`src/rtl/dct_block_scheduler.sv`:
```
// Ping-pong scheduler between the pixel loader and the 8x8 DCT over two 64-byte block buffers.
// Write-side outputs are combinational; dct_start appears 2 cycles after a buffer fills; wr_ready drops while the target buffer is not EMPTY.
module dct_block_scheduler #(
    parameter int BLOCKS_PER_FRAME = 1200,
    parameter int CNT_WIDTH        = 11
) (
    input  logic                 clock,
    input  logic                 reset,
    input  logic                 frame_start,
    input  logic                 wr_valid,
    input  logic [7:0]           wr_data,
    output logic                 wr_ready,
    output logic [1:0]           buf_we,
    output logic [5:0]           buf_waddr,
    output logic [7:0]           buf_wdata,
    output logic                 dct_start,
    output logic                 dct_buf_sel,
    input  logic                 dct_done,
    output logic [CNT_WIDTH-1:0] blocks_written,
    output logic [CNT_WIDTH-1:0] blocks_done,
    output logic                 frame_done,
    output logic                 busy
);

    typedef enum logic {IDLE, RUN} state_t;
    typedef enum logic [1:0] {EMPTY, FULL, BUSY} buf_state_t;

    localparam logic [CNT_WIDTH-1:0] BLK_TOTAL = CNT_WIDTH'(BLOCKS_PER_FRAME);
    localparam logic [CNT_WIDTH-1:0] BLK_LAST  = CNT_WIDTH'(BLOCKS_PER_FRAME - 1);

    state_t     state_q, state_d;
    buf_state_t buf_st [2];
    logic       wsel, rsel, outstanding;
    logic [5:0] wr_addr;

    logic run, accept, launch, retire, last_retire, start_frame;

    assign run         = (state_q == RUN);
    assign start_frame = (state_q == IDLE) && frame_start;
    // The outstanding flag keeps a launch and a retire from ever sharing a cycle.
    assign launch      = run && !outstanding && (buf_st[rsel] == FULL);
    assign retire      = run && outstanding && dct_done;
    assign last_retire = retire && (blocks_done == BLK_LAST);

    always_ff @(posedge clock or posedge reset) begin
        if (reset) begin
            state_q <= IDLE;
        end else begin
            state_q <= state_d;
        end
    end

    always_comb begin
        state_d = state_q;
        case (state_q)
            IDLE:    if (frame_start) state_d = RUN;
            RUN:     if (last_retire) state_d = IDLE;
            default: state_d = IDLE;
        endcase
    end

    always_comb begin
        wr_ready  = run && (buf_st[wsel] == EMPTY) && (blocks_written < BLK_TOTAL);
        accept    = wr_valid && wr_ready;
        buf_we    = 2'b00;
        if (accept) buf_we = wsel ? 2'b10 : 2'b01;
        buf_waddr = wr_addr;
        buf_wdata = wr_data;
        busy      = run;
    end

    // Write, launch and retire always touch different buffers, so their updates never collide.
    always_ff @(posedge clock or posedge reset) begin
        if (reset) begin
            buf_st[0]      <= EMPTY;
            buf_st[1]      <= EMPTY;
            wsel           <= 1'b0;
            rsel           <= 1'b0;
            outstanding    <= 1'b0;
            wr_addr        <= '0;
            dct_start      <= 1'b0;
            dct_buf_sel    <= 1'b0;
            frame_done     <= 1'b0;
            blocks_written <= '0;
            blocks_done    <= '0;
        end else begin
            dct_start  <= launch;
            frame_done <= last_retire;
            if (start_frame) begin
                buf_st[0]      <= EMPTY;
                buf_st[1]      <= EMPTY;
                wsel           <= 1'b0;
                rsel           <= 1'b0;
                outstanding    <= 1'b0;
                wr_addr        <= '0;
                blocks_written <= '0;
                blocks_done    <= '0;
            end else begin
                if (accept) begin
                    wr_addr <= wr_addr + 6'd1;
                    if (wr_addr == 6'd63) begin
                        buf_st[wsel]   <= FULL;
                        wsel           <= ~wsel;
                        blocks_written <= blocks_written + 1'b1;
                    end
                end
                if (launch) begin
                    buf_st[rsel] <= BUSY;
                    dct_buf_sel  <= rsel;
                    outstanding  <= 1'b1;
                end
                if (retire) begin
                    buf_st[rsel] <= EMPTY;
                    rsel         <= ~rsel;
                    outstanding  <= 1'b0;
                    blocks_done  <= blocks_done + 1'b1;
                end
            end
        end
    end

endmodule

```
`config.mk`:
```
export PLATFORM = sky130hd
export DESIGN_NAME = dct_block_scheduler
export DESIGN_NICKNAME = d
export VERILOG_FILES = /design/src/rtl/dct_block_scheduler.sv
export SDC_FILE = /design/constraint.sdc
export NUM_CORES = 1
export LEC_CHECK = 0
export ABC_CLOCK_PERIOD_IN_PS = 5380
export CAP_MARGIN = 20
export CORE_AREA = 2 2 67 69
export DETAILED_ROUTE_END_ITERATION = 10
export DIE_AREA = 0 0 69 71
export PLACE_DENSITY = 0.81
export SYNTH_ARGS = -nofsm -noshare
export SYNTH_HDL_FRONTEND = slang
export SYNTH_SLANG_ARGS = --single-unit
```
`constraint.sdc`:
```
create_clock -name clock -period 5.38 [get_ports clock]
set_input_delay 0.538 -clock clock [delete_from_list [all_inputs] [get_ports clock]]
set_output_delay 0.538 -clock clock [all_outputs]
set_load 0.1 [all_outputs]
```
# --- Yosys cells after proc, flatten, opt, wreduce, memory -nomap -nowiden ---
# Index checks and enable logic that the tools add are counted.
totals:
  word_cells: 93
  inputBits: 13
  ff_bits: 39
classes:
  add_sub_neg: 3
  n_reduce_logical: 19
  n_bitwise: 14
  muxes: 37
  n_eq_ne: 3
  order_cmp: 5
ops:
  columns: ["cell", "n"]
  rows:
  - ["$mux W11", 5]
  - ["$mux W4", 7]
  - ["$add A11 B1 Y11 const B", 2]
  - ["$mux W2", 10]
  - ["$mux W6", 2]
  - ["$eq A11 B11 Y1 const B", 1]
  - ["$logic_and A1 B1 Y1", 11]
  - ["$lt A11 B11 Y1 const B", 1]
  - ["$mux W1", 10]
  - ["$add A6 B1 Y6 const B", 1]
  - ["$eq A6 B6 Y1 const B", 1]
  - ["$reduce_bool A2 Y1", 3]
  - ["$and A2 B2 Y2", 2]
  - ["$and A4 B4 Y4", 1]
  - ["$demux W2 S1", 2]
  - ["$ge A2 B2 Y1 const B", 2]
  - ["$lt A2 B1 Y1 const B", 2]
  - ["$not A1 Y1", 4]
  - ["$not A1 Y2", 2]
  - ["$not A2 Y2", 2]
  - ["$not A4 Y4", 1]
  - ["$or A2 B2 Y2", 2]
  - ["$reduce_and A2 Y1", 2]
  - ["$reduce_bool A3 Y1", 1]
  - ["other kinds (4)", 4]

# --- Depth between registers and ports, before layout ---
depth:
  word_depth: 16
  ltp_mapped: 6

# --- Worst setup path before layout ---
# No wires, ideal clock.
synth_path:
  path_kind: "register to output"
  startpoint: "register state_q, in the netlist busy"
  endpoint: "output buf_we[0]"
  required_ns: 4.842
  slack_ns: 1.107
  path_stages_with_launch: 5
  n_path_buf: 2
  arrival_time_ns: 3.735
  cell_sequence: "dfrtp_1 clkbuf_1 o2111ai_4 clkbuf_1 nor3_1"
synth_between:
  elab_chain_len: 4
synth_lines:
  columns: ["element", "line_no", "text"]
  rows:
  - ["from (decl)", "31", "state_t state_q, state_d;"]
  - ["from (signal assigned)", "49", "state_q <= state_d;"]
  - ["$logic_and A1 B1 Y1 (2 in a row)", "63", "wr_ready = run && (buf_st[wsel] == EMPTY) && (blocks_written < BLK_TOTAL);"]
  - ["$logic_and A1 B1 Y1", "64", "accept = wr_valid && wr_ready;"]
  - ["$mux W2", "66", "if (accept) buf_we = wsel ? 2'b10 : 2'b01;"]
  - ["to (decl)", "13", "output logic [1:0] buf_we,"]
# No other way between the ends.

# --- Worst setup path in the final report ---
layout_path:
  startpoint: "register blocks_written[8]"
  endpoint: "output buf_we[0]"
layout_between:
  elab_chain_len: 4
layout_lines:
  columns: ["element", "line_no", "text"]
  rows:
  - ["from (decl)", "19", "output logic [CNT_WIDTH-1:0] blocks_written,"]
  - ["from (signal assigned)", "104", "blocks_written <= blocks_written + 1'b1;"]
  - ["$lt A11 B11 Y1", "63", null]
  - ["$logic_and A1 B1 Y1", "63", null]
  - ["$logic_and A1 B1 Y1", "64", null]
  - ["$mux W2", "66", null]
# No other way between the ends.

==> metrics.txt <==
Max Clock Skew about 0.0075 ns; total track usage 0.202; post-synth top area share 0.460; Vias 1799; CTS Buf Count 5; CP Max Fanout 27; most frequent cells in the layout dfrtp_1 (39), clkdlybuf4s50_1 (39), nand3_1 (19); Avg Cell Area, Syn roughly 9.6 um2; DIE WIDTH just under 70 um; Async SR Flop Fraction 1.00; Buf/Inv on CP 1; WL/cell 15.6 um; crit start category flop; critical path's largest stage delay ~1.2 ns; CP delay by family, top buffers and inverters; initial antenna violation count 0; worst-path cell chain o21ai_1, o2111ai_4, nor3_1, clkdlybuf4s50_1; IO Pins 56; ant diodes 0; fin crit share 0.669; achievable clock frequency roughly 280 MHz; largest net degree at the start of global routing 40; Max-slew headroom 0.328; Crit-path slowest cell clkdlybuf4s50_1; H-Tree Depth 2; DRT Pass-1 Iters 4; routability cong. between 0.8 and 0.9; Gate Count Post-Synth between 200 and 250; Cell Pwr Density 456 nW/um2; Final Max Tran Viols 0; Final setup viols 0; YS warnings 0; CTS sink cnt 39; Core Area approximately 4200 um2; Cell Area, Synth roughly 2100 um2; clk slew on worst S/H paths roughly 0.070 ns; Post-Route WL 4730 um; actual slew at the worst max-slew pin about 1 ns; CTS tree yes; port bufs 39; # DRC 0; Leak 1.06 nW; row count 24; post-CTS setup buffers 0; setup TNS 0 ns; syn_nets between 200 and 250; Seq/Total Area, Yosys 0.460; Clock Latency Late Sink roughly 0.29 ns; minimum clock period after layout 3.60 ns; EDFF count, synth 0; VDD IR max 0.318 mV; Die Area 4900 um2; worst hold margin roughly 0.51 ns; RSZ-0062 raised after global routing no; nets between 200 and 300; status finished clean; Final ANT Viol Nets 0; total gr overflow 0; number of library cell types mapped by synthesis 48; WP data arrival 3.06 ns; Post-CTS Hold Buffers 0; Worst EP required between 4 and 5 ns; endpoint class of the critical path output port; cell count along the critical path 4; synthesis-to-finish area growth 21.3%; worst hold path class flop to flop; flops & latches, synth 39; drt via density about 6; FF-to-FF path depth 4; Yosys top cell by area dfrtp_1; vias in the first global route around 1700; Hold Path Cell Cnt 1; clock root buffer clkbuf_8; critical path class flop to output port; Initial Utilization 0.505; Fin. Hold Viols 0; Synth area leaders dfrtp_1 (46%), nand3_1 (4.5%), a21oi_1 (4.0%), buf_4 (2.8%), nor2_1 (2.8%); dpl hpwl 3260 um; initial drt markers ~170; first-pass GRT wire length between 7000 and 8000 um; largest buffer count on any clock path 2; Die H ~71 um; cts repair resizes 0; top_reg_cell synth dfrtp_1; share of layout cells above drive strength 1 0.0637; number of max-cap violations 0
synthesized netlist by cell type (5+ instances only):
cell / number
dfrtp_1: 39
nand3_1: 19
a21oi_1: 17
nor2_1: 16
nand2_1: 12
o21ai_0: 9
buf_4: 8
nor3_1: 8
clkbuf_1: 7
or4_1: 7
o31ai_1: 6
and3_1: 5
or3_1: 5
xnor2_1: 5
layer usage:
| layer | vias to the layer above | part of all wire | GRT usage |
|---|---|---|---|
| li1 | 869 | - | - |
| met1 | 864 | 0.43 | 0.251 |
| met2 | 57 | 0.49 | 0.347 |
| met3 | 9 | 0.061 | 0.0513 |
| met4 | 0 | 0.014 | 0.0654 |
| met5 | - | 0 | 0 |
cell type report:
cell class,instances,area (um2)
fill,380,1630
multi-input combinational,160,1030
sequential,39,976
timing repair buffer,41,405
clock buffer,6,82.6
tap,52,65.1
inverter,4,15.0
clock inverter,1,5.00
path summary, 6_finish.rpt:
check,start,slack [ns],endpoint
hold / removal,dct_buf_sel$_DFFE_PP0P_,0.51,dct_buf_sel$_DFFE_PP0P_
hold reg to reg,dct_buf_sel$_DFFE_PP0P_,0.51,dct_buf_sel$_DFFE_PP0P_
max in group asynchronous,reset,4.36,buf_st[3]$_DFF_PP0_
min in group asynchronous,reset,0.67,blocks_written[10]$_DFFE_PP0P_
setup reg to reg,blocks_written[8]$_DFFE_PP0P_,3.27,blocks_written[3]$_DFFE_PP0P_
setup / recovery,blocks_written[8]$_DFFE_PP0P_,1.78,buf_we[0]
state kept, by name, indices dropped and copies added, names as in the netlist, 4 cells and up:
register and count:
buf_st 4, buf_waddr 6, blocks_written 11, blocks_done 11
metrics by stage:
| stage | area, um2 | setup slack, ns | std cells | power [W] | utilization |
|---|---|---|---|---|---|
| 2_1_floorplan | 2120 | 1.11 | 221 | 0.000882 | - |
| 3_3_place_gp | 2490 | 2.00 | 296 | 0.000970 | 0.592 |
| 3_5_place_dp | 2490 | 1.89 | 296 | 0.000979 | 0.592 |
| 4_1_cts | 2570 | 1.78 | 303 | 0.00118 | 0.613 |
| 5_1_grt | 2570 | 1.69 | 303 | 0.00123 | 0.613 |
| 6_report | 2570 | 1.78 | 303 | 0.00117 | 0.613 |
power by group:
group	leakage, nW	total (W)	internal [W]	switching, W
clock	0.0470	0.000201	0.000101	0.000100
combinational	0.495	0.000562	0.000138	0.000425
sequential	0.517	0.000411	0.000344	0.0000662
total	1.06	0.00117	0.000583	0.000591
logic make-up (layout without fill, tap and decap cells):
group | count (synthesis) | count (layout) | share of synthesized area
flip-flops | 39 | 39 | 0.460
AND/OR/NAND/NOR | 96 | 96 | 0.254
buffers and inverters | 22 | 52 | 0.0572
multiplexers | 5 | 5 | 0.0242
XOR/XNOR | 9 | 9 | 0.0371
adder cells (fa/ha/maj) | 3 | 3 | 0.0177
AO/OA/AOI/OAI | 47 | 47 | 0.150
No activity file was read; power rests on OpenSTA's default activity.
